`src/rtl/rename_freelist_ctrl_pkg.sv`:
```
// rtl/rename_freelist_ctrl_pkg.sv - shared sizes, types and pointer helper for the rename free list
package rename_freelist_ctrl_pkg;

   localparam int DP_NUM        = 2;
   localparam int RT_NUM        = 2;
   localparam int ARCH_NUM      = 32;
   localparam int PRF_NUM       = 64;
   localparam int TAG_IDX_WIDTH = 6;

   localparam int FL_ENTRY = PRF_NUM - ARCH_NUM;
   localparam int PTR_W    = $clog2(FL_ENTRY);
   localparam int CNT_W    = PTR_W + 1;

   typedef enum logic {FL_NORMAL, FL_RECOVER} FL_STATE;

   typedef struct packed {
      logic req;
      logic wr_en;
   } DP_FL;

   typedef struct packed {
      logic                     gnt;
      logic [TAG_IDX_WIDTH-1:0] tag;
   } FL_DP;

   typedef struct packed {
      logic                     valid;
      logic                     wr_en;
      logic [TAG_IDX_WIDTH-1:0] tag_old;
   } RT_FL;

   // Circular pointer advance; FL_ENTRY need not be a power of two, so the wrap
   // is an explicit compare-and-subtract. inc never exceeds FL_ENTRY.
   function automatic logic [PTR_W-1:0] ptr_add(input logic [PTR_W-1:0] ptr,
                                                input logic [CNT_W-1:0] inc);
      logic [CNT_W:0] sum;
      sum = {2'b00, ptr} + {1'b0, inc};
      if (sum >= (CNT_W+1)'(FL_ENTRY))
         sum = sum - (CNT_W+1)'(FL_ENTRY);
      return sum[PTR_W-1:0];
   endfunction

endpackage

```
`src/rtl/rename_freelist_ctrl_if.sv`:
```
// rtl/rename_freelist_ctrl_if.sv - dispatch, retire and status signals of the free list
interface rename_freelist_ctrl_if;
   import rename_freelist_ctrl_pkg::*;

   logic                              rollback_i;
   logic [DP_NUM-1:0]                 dp_req_i;
   logic [DP_NUM-1:0]                 dp_wr_en_i;
   logic [DP_NUM-1:0]                 dp_gnt_o;
   logic [DP_NUM*TAG_IDX_WIDTH-1:0]   dp_tag_o;
   logic [RT_NUM-1:0]                 rt_valid_i;
   logic [RT_NUM-1:0]                 rt_wr_en_i;
   logic [RT_NUM*TAG_IDX_WIDTH-1:0]   rt_tag_old_i;
   logic [CNT_W-1:0]                  avail_cnt_o;
   logic                              recover_o;
   logic                              ovf_o;

   modport slave (
      input  rollback_i, dp_req_i, dp_wr_en_i, rt_valid_i, rt_wr_en_i, rt_tag_old_i,
      output dp_gnt_o, dp_tag_o, avail_cnt_o, recover_o, ovf_o
   );

   modport master (
      output rollback_i, dp_req_i, dp_wr_en_i, rt_valid_i, rt_wr_en_i, rt_tag_old_i,
      input  dp_gnt_o, dp_tag_o, avail_cnt_o, recover_o, ovf_o
   );

endinterface

```
`src/rtl/rename_freelist_ctrl_fl_grant_prefix.sv`:
```
// rtl/rename_freelist_ctrl_fl_grant_prefix.sv - in-order prefix count of tag demand and grant chain
module fl_grant_prefix
   import rename_freelist_ctrl_pkg::*;
(
   input  FL_STATE                        i_state,
   input  DP_FL    [DP_NUM-1:0]           i_dp,
   input  logic    [CNT_W-1:0]            i_count,
   output logic    [DP_NUM-1:0]           o_gnt,
   output logic    [DP_NUM-1:0][CNT_W-1:0] o_need,
   output logic    [CNT_W-1:0]            o_n_alloc
);

   // Walk lanes in program order; the first ungranted lane blocks all later lanes.
   always_comb begin
      logic             w_blocked;
      logic [CNT_W-1:0] w_need;
      logic [CNT_W-1:0] w_need_k;
      o_gnt     = '0;
      o_need    = '0;
      o_n_alloc = '0;
      w_blocked = (i_state != FL_NORMAL);
      w_need    = '0;
      w_need_k  = '0;
      for (int k = 0; k < DP_NUM; k++) begin
         w_need_k  = w_need + CNT_W'(i_dp[k].req & i_dp[k].wr_en);
         o_need[k] = w_need_k;
         if (!w_blocked && i_dp[k].req && (w_need_k <= i_count)) begin
            o_gnt[k] = 1'b1;
            w_need   = w_need_k;
         end else begin
            w_blocked = 1'b1;
         end
      end
      o_n_alloc = w_need;
   end

endmodule

```
`src/rtl/rename_freelist_ctrl.sv`:
```
// rtl/rename_freelist_ctrl.sv - physical tag free list with in-order grant, retire reclaim and rollback restore
module rename_freelist_ctrl
   import rename_freelist_ctrl_pkg::*;
(
   input  logic                  clk_i,
   input  logic                  rst_i,
   rename_freelist_ctrl_if.slave bus
);

   logic [TAG_IDX_WIDTH-1:0]        r_fl [FL_ENTRY];
   logic [PTR_W-1:0]                r_head;
   logic [PTR_W-1:0]                r_tail;
   logic [CNT_W-1:0]                r_count;
   logic                            r_ovf;
   FL_STATE                         r_state;
   FL_STATE                         w_state_nxt;

   DP_FL [DP_NUM-1:0]               w_dp;
   RT_FL [RT_NUM-1:0]               w_rt;
   FL_DP [DP_NUM-1:0]               w_fl_dp;
   logic [DP_NUM-1:0]               w_gnt;
   logic [DP_NUM-1:0][CNT_W-1:0]    w_need;
   logic [CNT_W-1:0]                w_n_alloc;
   logic [CNT_W-1:0]                w_n_alloc_eff;
   logic [CNT_W-1:0]                w_n_free;
   logic [RT_NUM-1:0]               w_fr_en;
   logic [RT_NUM-1:0][PTR_W-1:0]    w_fr_idx;
   logic [PTR_W-1:0]                w_tail_nxt;
   logic [CNT_W:0]                  w_cnt_sum;
   logic                            w_ovf_hit;

   // Unpack the flat lane vectors into per-lane records.
   always_comb begin
      w_dp = '0;
      w_rt = '0;
      for (int k = 0; k < DP_NUM; k++) begin
         w_dp[k].req   = bus.dp_req_i[k];
         w_dp[k].wr_en = bus.dp_wr_en_i[k];
      end
      for (int j = 0; j < RT_NUM; j++) begin
         w_rt[j].valid   = bus.rt_valid_i[j];
         w_rt[j].wr_en   = bus.rt_wr_en_i[j];
         w_rt[j].tag_old = bus.rt_tag_old_i[j*TAG_IDX_WIDTH +: TAG_IDX_WIDTH];
      end
   end

   fl_grant_prefix u_grant (
      .i_state   (r_state),
      .i_dp      (w_dp),
      .i_count   (r_count),
      .o_gnt     (w_gnt),
      .o_need    (w_need),
      .o_n_alloc (w_n_alloc)
   );

   // A granted writing lane takes the need_k-th tag counted from head.
   always_comb begin
      w_fl_dp = '0;
      for (int k = 0; k < DP_NUM; k++) begin
         w_fl_dp[k].gnt = w_gnt[k];
         if (w_gnt[k] && w_dp[k].wr_en)
            w_fl_dp[k].tag = r_fl[ptr_add(r_head, w_need[k] - CNT_W'(1))];
      end
   end

   // Drive the packed grant/tag outputs.
   always_comb begin
      bus.dp_gnt_o = '0;
      bus.dp_tag_o = '0;
      for (int k = 0; k < DP_NUM; k++) begin
         bus.dp_gnt_o[k]                                  = w_fl_dp[k].gnt;
         bus.dp_tag_o[k*TAG_IDX_WIDTH +: TAG_IDX_WIDTH]   = w_fl_dp[k].tag;
      end
   end

   // Freed tags land at consecutive slots from tail, in retire-lane order.
   always_comb begin
      w_n_free = '0;
      w_fr_en  = '0;
      w_fr_idx = '0;
      for (int j = 0; j < RT_NUM; j++) begin
         w_fr_en[j]  = w_rt[j].valid & w_rt[j].wr_en;
         w_fr_idx[j] = ptr_add(r_tail, w_n_free);
         if (w_fr_en[j])
            w_n_free = w_n_free + CNT_W'(1);
      end
      w_tail_nxt = ptr_add(r_tail, w_n_free);
   end

   // Allocation in a rollback cycle is thrown away, so it does not count.
   always_comb begin
      w_n_alloc_eff = bus.rollback_i ? '0 : w_n_alloc;
      w_cnt_sum     = {1'b0, r_count} - {1'b0, w_n_alloc_eff} + {1'b0, w_n_free};
      w_ovf_hit     = (w_cnt_sum > (CNT_W+1)'(FL_ENTRY));
   end

   // Next state: any rollback enters (or re-enters) RECOVER; a quiet cycle returns to NORMAL.
   always_comb begin
      w_state_nxt = r_state;
      case (r_state)
         FL_NORMAL:  if (bus.rollback_i)  w_state_nxt = FL_RECOVER;
         FL_RECOVER: if (!bus.rollback_i) w_state_nxt = FL_NORMAL;
         default:    w_state_nxt = FL_NORMAL;
      endcase
   end

   // FSM state register.
   always_ff @(posedge clk_i or posedge rst_i) begin
      if (rst_i)
         r_state <= FL_NORMAL;
      else
         r_state <= w_state_nxt;
   end

   // Buffer, pointers, count and sticky overflow; retire writes always land before a rollback restore.
   always_ff @(posedge clk_i or posedge rst_i) begin
      if (rst_i) begin
         for (int i = 0; i < FL_ENTRY; i++)
            r_fl[i] <= TAG_IDX_WIDTH'(ARCH_NUM + i);
         r_head  <= '0;
         r_tail  <= '0;
         r_count <= CNT_W'(FL_ENTRY);
         r_ovf   <= 1'b0;
      end else begin
         for (int j = 0; j < RT_NUM; j++)
            if (w_fr_en[j])
               r_fl[w_fr_idx[j]] <= w_rt[j].tag_old;
         r_tail <= w_tail_nxt;
         if (w_ovf_hit)
            r_ovf <= 1'b1;
         if (bus.rollback_i) begin
            r_head  <= w_tail_nxt;
            r_count <= CNT_W'(FL_ENTRY);
         end else begin
            r_head  <= ptr_add(r_head, w_n_alloc);
            r_count <= w_ovf_hit ? CNT_W'(FL_ENTRY) : w_cnt_sum[CNT_W-1:0];
         end
      end
   end

   assign bus.avail_cnt_o = r_count;
   assign bus.recover_o   = (r_state == FL_RECOVER);
   assign bus.ovf_o       = r_ovf;

endmodule

```
`src/flat_wrapper.sv`:
```
// flat-port wrapper written by rule: the top's interface ports become plain ports
module rename_freelist_ctrl_flat import rename_freelist_ctrl_pkg::*;
  (clk_i, rst_i, bus_rollback_i, bus_dp_req_i, bus_dp_wr_en_i, bus_rt_valid_i, bus_rt_wr_en_i, bus_rt_tag_old_i, bus_dp_gnt_o, bus_dp_tag_o, bus_avail_cnt_o, bus_recover_o, bus_ovf_o);
  rename_freelist_ctrl_if bus_i ();
  input  logic clk_i;
  input  logic rst_i;
  input wire logic [$bits(bus_i.rollback_i)-1:0] bus_rollback_i;
  input wire logic [$bits(bus_i.dp_req_i)-1:0] bus_dp_req_i;
  input wire logic [$bits(bus_i.dp_wr_en_i)-1:0] bus_dp_wr_en_i;
  input wire logic [$bits(bus_i.rt_valid_i)-1:0] bus_rt_valid_i;
  input wire logic [$bits(bus_i.rt_wr_en_i)-1:0] bus_rt_wr_en_i;
  input wire logic [$bits(bus_i.rt_tag_old_i)-1:0] bus_rt_tag_old_i;
  output wire logic [$bits(bus_i.dp_gnt_o)-1:0] bus_dp_gnt_o;
  output wire logic [$bits(bus_i.dp_tag_o)-1:0] bus_dp_tag_o;
  output wire logic [$bits(bus_i.avail_cnt_o)-1:0] bus_avail_cnt_o;
  output wire logic [$bits(bus_i.recover_o)-1:0] bus_recover_o;
  output wire logic [$bits(bus_i.ovf_o)-1:0] bus_ovf_o;
  assign bus_i.rollback_i = bus_rollback_i;
  assign bus_i.dp_req_i = bus_dp_req_i;
  assign bus_i.dp_wr_en_i = bus_dp_wr_en_i;
  assign bus_i.rt_valid_i = bus_rt_valid_i;
  assign bus_i.rt_wr_en_i = bus_rt_wr_en_i;
  assign bus_i.rt_tag_old_i = bus_rt_tag_old_i;
  assign bus_dp_gnt_o = bus_i.dp_gnt_o;
  assign bus_dp_tag_o = bus_i.dp_tag_o;
  assign bus_avail_cnt_o = bus_i.avail_cnt_o;
  assign bus_recover_o = bus_i.recover_o;
  assign bus_ovf_o = bus_i.ovf_o;
  rename_freelist_ctrl u_core (.clk_i(clk_i), .rst_i(rst_i), .bus(bus_i));
endmodule
```
`config.mk`:
```
export PLATFORM = sky130hd
export DESIGN_NAME = rename_freelist_ctrl_flat
export DESIGN_NICKNAME = d
export VERILOG_FILES = /design/src/rtl/rename_freelist_ctrl_pkg.sv /design/src/rtl/rename_freelist_ctrl_if.sv /design/src/rtl/rename_freelist_ctrl_fl_grant_prefix.sv /design/src/rtl/rename_freelist_ctrl.sv /design/src/flat_wrapper.sv
export SDC_FILE = /design/constraint.sdc
export NUM_CORES = 1
export LEC_CHECK = 0
export BUFFER_PORTS_ARGS = -buffer_cell sky130_fd_sc_hd__buf_2
export CAP_MARGIN = 20
export CORE_ASPECT_RATIO = 2
export CORE_UTILIZATION = 55
export CTS_CLUSTER_SIZE = 25
export DETAILED_ROUTE_END_ITERATION = 8
export PLACE_DENSITY = 0.81
export SLEW_MARGIN = 0
export SYNTH_ARGS = -nofsm -noshare
export SYNTH_HDL_FRONTEND = slang
export SYNTH_SLANG_ARGS = --single-unit
```
`constraint.sdc`:
```
create_clock -name clk_i -period 13.9 [get_ports clk_i]
set_clock_uncertainty 0.15 [all_clocks]
set_input_delay 2.085 -clock clk_i [delete_from_list [all_inputs] [get_ports clk_i]]
set_output_delay 2.085 -clock clk_i [all_outputs]
set_load 0.05 [all_outputs]
```
**Yosys cells after proc, flatten, opt, wreduce, memory -nomap -nowiden**

Cells that the tools add are included.

- Input port bits: 23
- Output and inout bits: 22
- Register bits after elaboration: 210

- $lt $le $gt $ge: 15
- Muxes and demuxes: 36
- Reduce and logical (&&, ||, !) cells: 10
- Add/subtract/negate cells: 17
- Bitwise logic cells: 8

Operators with widths:

| operator | count |
|---|---|
| $bwmux W192 | 2 |
| $mux W192 | 2 |
| $mux W6 | 13 |
| $bmux W6 S5 | 2 |
| $demux W6 S5 | 2 |
| $mux W5 | 9 |
| $ge A6 B6 Y1 const B | 5 |
| $sub A5 B1 Y5 const B | 6 |
| $add A5 B6 Y7 | 4 |
| $ge A7 B6 Y1 const B | 4 |
| $not A5 Y6 | 4 |
| $lt A6 B1 Y1 const B | 2 |
| $logic_and A1 B1 Y1 | 8 |
| $add A7 B6 Y7 | 1 |
| $gt A7 B6 Y1 const B | 1 |
| $sub A6 B6 Y7 | 1 |
| $add A5 B1 Y6 | 1 |
| $add A6 B1 Y6 | 1 |
| $ge A5 B6 Y1 const B | 1 |
| $le A1 B6 Y1 | 1 |
| $le A6 B6 Y1 | 1 |
| $mux W1 | 6 |
| $sub A6 B1 Y6 const B | 1 |
| $and A1 B1 Y1 | 4 |
| other kinds (3) | 4 |

**Longest topological paths before layout**

- Depth after elaboration: 15
- Depth in mapped cells: 26

**By module**

Synthesis repeated with hierarchy kept, for this count alone.

- Cell total of the unflattened synthesis: 1,233
- Area, all modules: 15,130.8 um2

Modules (own cells, without submodules):

| module | sequential area each (um2) | area each (um2) | times used | cells each |
|---|---|---|---|---|
| rename_freelist_ctrl | 5,396.4 | 14,845.5 | 1 | 1,195 |
| fl_grant_prefix | 0.0 | 285.3 | 1 | 38 |

**Least setup slack after synthesis**

Ideal clock, no wire load.

- Path type: input port to output port
- From: input port bus_dp_wr_en_i[0]
- To: output port bus_dp_tag_o[10]
- Required time: 11.665 ns
- Path slack: 5.150 ns
- Buffers on the path: 2
- Cell stages on the path: 16
- Arrival: 6.515 ns
- Cell sequence: nand2_1 ha_1 nor3_1 a311o_1 inv_1 nand2_1 ha_1 nand2b_1 fa_1 clkbuf_1 clkbuf_1 mux4_2 nand2_1 a21oi_1 a21oi_1 o22ai_1

- Word-level cells in the longest chain between the ends: 15
- Elaborated cells on any way between the ends: 23

Ends and longest elaborated chain:

| item | line | RTL |
|---|---|---|
| from (decl) | flat_wrapper.sv:9 | `input wire logic [$bits(bus_i.dp_wr_en_i)-1:0] bus_dp_wr_en_i;` |
| $and A1 B1 Y1 * | rename_freelist_ctrl_fl_grant_prefix.sv:25 | `w_need_k = w_need + CNT_W'(i_dp[k].req & i_dp[k].wr_en);` |
| $le A1 B6 Y1 | rename_freelist_ctrl_fl_grant_prefix.sv:27 | `if (!w_blocked && i_dp[k].req && (w_need_k <= i_count)) begin` |
| $logic_and A1 B1 Y1 | rename_freelist_ctrl_fl_grant_prefix.sv:27 |  |
| $mux W1 | rename_freelist_ctrl_fl_grant_prefix.sv:27 |  |
| $add A6 B1 Y6 | rename_freelist_ctrl_fl_grant_prefix.sv:25 |  |
| $sub A6 B1 Y6 | rename_freelist_ctrl.sv:62 | `w_fl_dp[k].tag = r_fl[ptr_add(r_head, w_need[k] - CNT_W'(1))];` |
| $add A5 B6 Y7 | rename_freelist_ctrl_pkg.sv:37 | `sum = {2'b00, ptr} + {1'b0, inc};` |
| $ge A7 B6 Y1 or $sub A5 B1 Y5 (tied branches) | rename_freelist_ctrl_pkg.sv:38, rename_freelist_ctrl_pkg.sv:39 |  |
| $mux W5 | rename_freelist_ctrl_pkg.sv:38 | `if (sum >= (CNT_W+1)'(FL_ENTRY))` |
| $mux W5 | rename_freelist_ctrl.sv:61 | `if (w_gnt[k] && w_dp[k].wr_en)` |
| $not A5 Y6 (not written as such) | rename_freelist_ctrl.sv:62 |  |
| $bmux W6 S5 | rename_freelist_ctrl.sv:62 |  |
| $mux W6 (not written as such) (2 in a row) | rename_freelist_ctrl.sv:62 |  |
| $mux W6 * | rename_freelist_ctrl.sv:61 |  |
| to (decl) | flat_wrapper.sv:14 | `output wire logic [$bits(bus_i.dp_tag_o)-1:0] bus_dp_tag_o;` |

Mark *: on every way between the ends. The rest lies on a longest branch, timed or not. The select of a mux whose other input is x is not followed.

**Worst setup path after layout**

- From: input port bus_dp_wr_en_i[0]
- To: output port bus_dp_tag_o[9]

Same word-level chain as after synthesis.

==> flow_summary.toml <==
[floorplanning]
fp.dieArea_um2 = 27010
die_x_um = 116.7
placement_rows = 83
initial_core_util = 0.5620
core_area_um2 = 25750
dieHeight_um = 231.4
boundaryPins = 45

[finish]
fillCellCount = 2133
regArea_um2 = 5396
finish.net_count = 1381
area_of_combinational_cells_with_multiple_inputs_um2 = 8593
layout-drive-gt1-share = 0.3634
final-instance-count-excl-fill = 1680
area.growth.synth_to_final_pct = 8.593
n_antenna_cell = 0

[place]
portBuffers = 44
place.detailed.instances = 1633
hpwlAfterDp_um = 32860
gp_congestion = 0.9966
place_worst_setup_slack_ns = 4.625

[timing]
final-max-slew-violation-count = 0
final_period_demand_of_the_worst_path_ns = 9.099
timing_hold_violations_final = 0
timing.final.setup_violations = 0
postLayoutSetupSlackWorst_ns = 4.801
worst_slew_pin_slew_ns = 1.079
final.period_utilization = 0.6546
relative_slew_margins = 0.2793
timing.hold.ws_ns = 0.3455
setup_repair_after_global_routing_missed_its_margin = "false"
setup-tns-final_ns = 0
max_clock_freq_mhz = 109.9

[clock_network]
cts.htree.levels = 1
clock_tree.buffer_depth = 3
postCtsSetupBuffers = 0
tritoncts_buffers = 22
root_buffer = "clkbuf_16"
clock_transition_at_the_registers_of_the_reported_paths_ns = 0.06
clock_insertion_delay_worst_skew_ns = 0.54
cts_repair_resize_count = 0
cts_hold_repair.buffers = 0
tritoncts_clock_tree = "yes"
clock-sinks = 210

[synth]
synth-edff-count = 0
synth_area_leaders = "dfstp_2 21%, dfrtp_1 17%, mux4_2 15%"
synthArstFlopShare = 1.000
synth_fp_nets = 1390
synth_area_um2 = 14470
ys_seq_elements = 210
yosysWarningCount = 0
synthDistinctLibCells = 44
syn_avg_cell_area_um2 = 10.86
ys_dominant_reg_cell = "dfstp_2"
count_of_mapped_cells_out_of_synthesis = 1333
synth_top_area_cell = "dfstp_2"
post-synth-top-area-fraction = 0.2051
synth-seq-area-share = 0.3728

[pwr]
netSwitchingFraction = 0.4209
powerDensity_nw_per_um2 = 273.6
p_leak_uw = 0.006233
p_comb_frac = 0.532
p_total_uw = 4301
peakVddDrop_mv = 0.1533
share_seq_of_total_power = 0.317
power.clock.fraction = 0.151
switchingPower_uw = 1810
cell_internal_pwr_uw = 2491

[global_route]
first_global_vias = 11840
groute.layer.met3.usage = 0.08682
wire_length_of_the_first_global_routing_pass_um = 73060
grtUsageMet1 = 0.4014
antenna_violations_before_repair = 0
gr-max-usage-layer = "met2"
globalRouteTotalUtil = 0.3849
grt_total_ovfl = 0
groute.layer.met2.usage = 0.6304
maximum_number_of_pins_on_one_net_before_global_route_repair = 139

[drt]
dr_vias_cell = 6.889
total_vias_in_the_final_route = 11570
wl_per_cell_um = 29.27
detail_route.drc_violations = 0
wirelength_um = 49170
drtAntennaViolNets = 0
drt_first_iter_violations = 1190
first_pass_detailed_route_iteration_total = 6

[setup_path]
arrival_time_of_the_worst_setup_path_ns = 6.86
critical_path.max_fanout = 9
critical_path_class = "in2out"
critical_path.endpoint_type = "output port"
required_time_worst_endpoint_ns = 11.66
timing.critical_path.from_type = "input pin"

[status]
status = "finished clean"

[hold_path]
worst_hold_path_type = "reg2reg"

[flow_run]
timing.max_cap.violations = 0
## per-stage QoR
stage | util | area (µm²)
2_1_floorplan | - | 14470
3_3_place_gp | 0.5771 | 14860
3_5_place_dp | 0.5774 | 14870
4_1_cts | 0.6078 | 15650
5_1_grt | 0.6103 | 15720
6_report | 0.6103 | 15720
## area by class of cell
class / instances / area share
clock buffer: 26 / 0.03861
clock inverter: 14 / 0.01107
inverter: 31 / 0.007881
multi-input combinational: 993 / 0.5467
sequential: 210 / 0.3433
tap: 340 / 0.02707
timing repair buffer: 66 / 0.02531
## flip-flops by register name (all words and copies together), names as in the netlist
register and flops:
u_core.bus.ovf_o 1, u_core.r_head 5, u_core.r_tail 5, u_core.bus.avail_cnt_o 6, u_core.bus.recover_o 1, u_core.r_fl 192
## path summary, 6_finish.rpt
check / startpoint / endpoint / slack [ns] / cells after the start
worst min register to register: u_core.bus.ovf_o / u_core.bus.ovf_o / 0.35 / 1
worst min-delay path: u_core.bus.ovf_o / u_core.bus.ovf_o / 0.35 / 1
max in group asynchronous: rst_i / u_core.r_head[4] / 10.42 / 3
worst max-delay path: bus_dp_wr_en_i[0] / bus_dp_tag_o[9] / 4.80 / 17
worst max register to register: u_core.bus.avail_cnt_o[0] / u_core.bus.ovf_o / 7.83 / 23
min in group asynchronous: rst_i / u_core.r_fl[102] / 1.58 / 2
## cells by family (layout without fill, tap and decap cells)
group	count (synthesis)	count (layout)	share of synthesized area
buffers and inverters	130	137	0.03674
flip-flops	210	210	0.3728
adder cells (fa/ha/maj)	34	34	0.03250
multiplexers	381	381	0.3600
AO/OA/AOI/OAI	191	191	0.07564
AND/OR/NAND/NOR	365	365	0.1090
XOR/XNOR	22	22	0.01331
## worst max-delay path, cell delays in order
cell and delay, ns:
buf_2 0.11, nand2_1 0.21, ha_1 0.36, nor3_1 0.04, a311o_1 0.39, inv_1 0.12, nand2_1 0.27, ha_1 0.53
nand2b_1 0.18, fa_2 0.25, nor2b_1 0.06, o21a_1 0.19, or3_1 0.38, a2111oi_2 0.95, a22oi_1 0.25, nand2_1 0.19
buf_2 0.28
## power groups by stage
stage	Clock [µW]	Combinational (µW)	Sequential [µW]
2_1_floorplan	0	1750	1150
3_3_place_gp	0	2150	1310
3_5_place_dp	0	2210	1330
4_1_cts	653	2220	1320
5_1_grt	681	2420	1370
6_report	650	2290	1360
## metal layers
layer / up-vias / share of wire
met2: 759 / 0.50
met5: - / 0
met1: 5681 / 0.30
li1: 4840 / -
met3: 294 / 0.090
met4: 0 / 0.11
## cells in the mapped netlist (6+ instances only)
cell type  instances
dfstp_2          113
nand2_1          166
ha_1              28
inv_1             31
a21oi_1           78
dfrtp_1           97
and3_1             8
a311o_1            7
nor2b_1            6
nor3_1            24
nor3b_1            8
mux2i_1          129
nand3_1           37
xnor2_1           13
nor2_1            92
o21ai_0           75
a22oi_1           10
xor2_1             9
mux4_2            96
fa_1               6
buf_2             14
mux2_2           156
clkbuf_1          75
## cell usage in the layout, fill, tap and decap left out, types with 30 or more instances in the layout
| cell type | n |
|---|---|
| nand2_1 | 166 |
| dfstp_2 | 113 |
| o21ai_0 | 75 |
| nor2_1 | 92 |
| mux2_2 | 156 |
| nand3_1 | 37 |
| dfrtp_1 | 97 |
| mux2i_1 | 129 |
| mux4_2 | 96 |
| buf_2 | 44 |
| inv_1 | 30 |
| a21oi_1 | 78 |
Power figures use the tool's default switching activity.
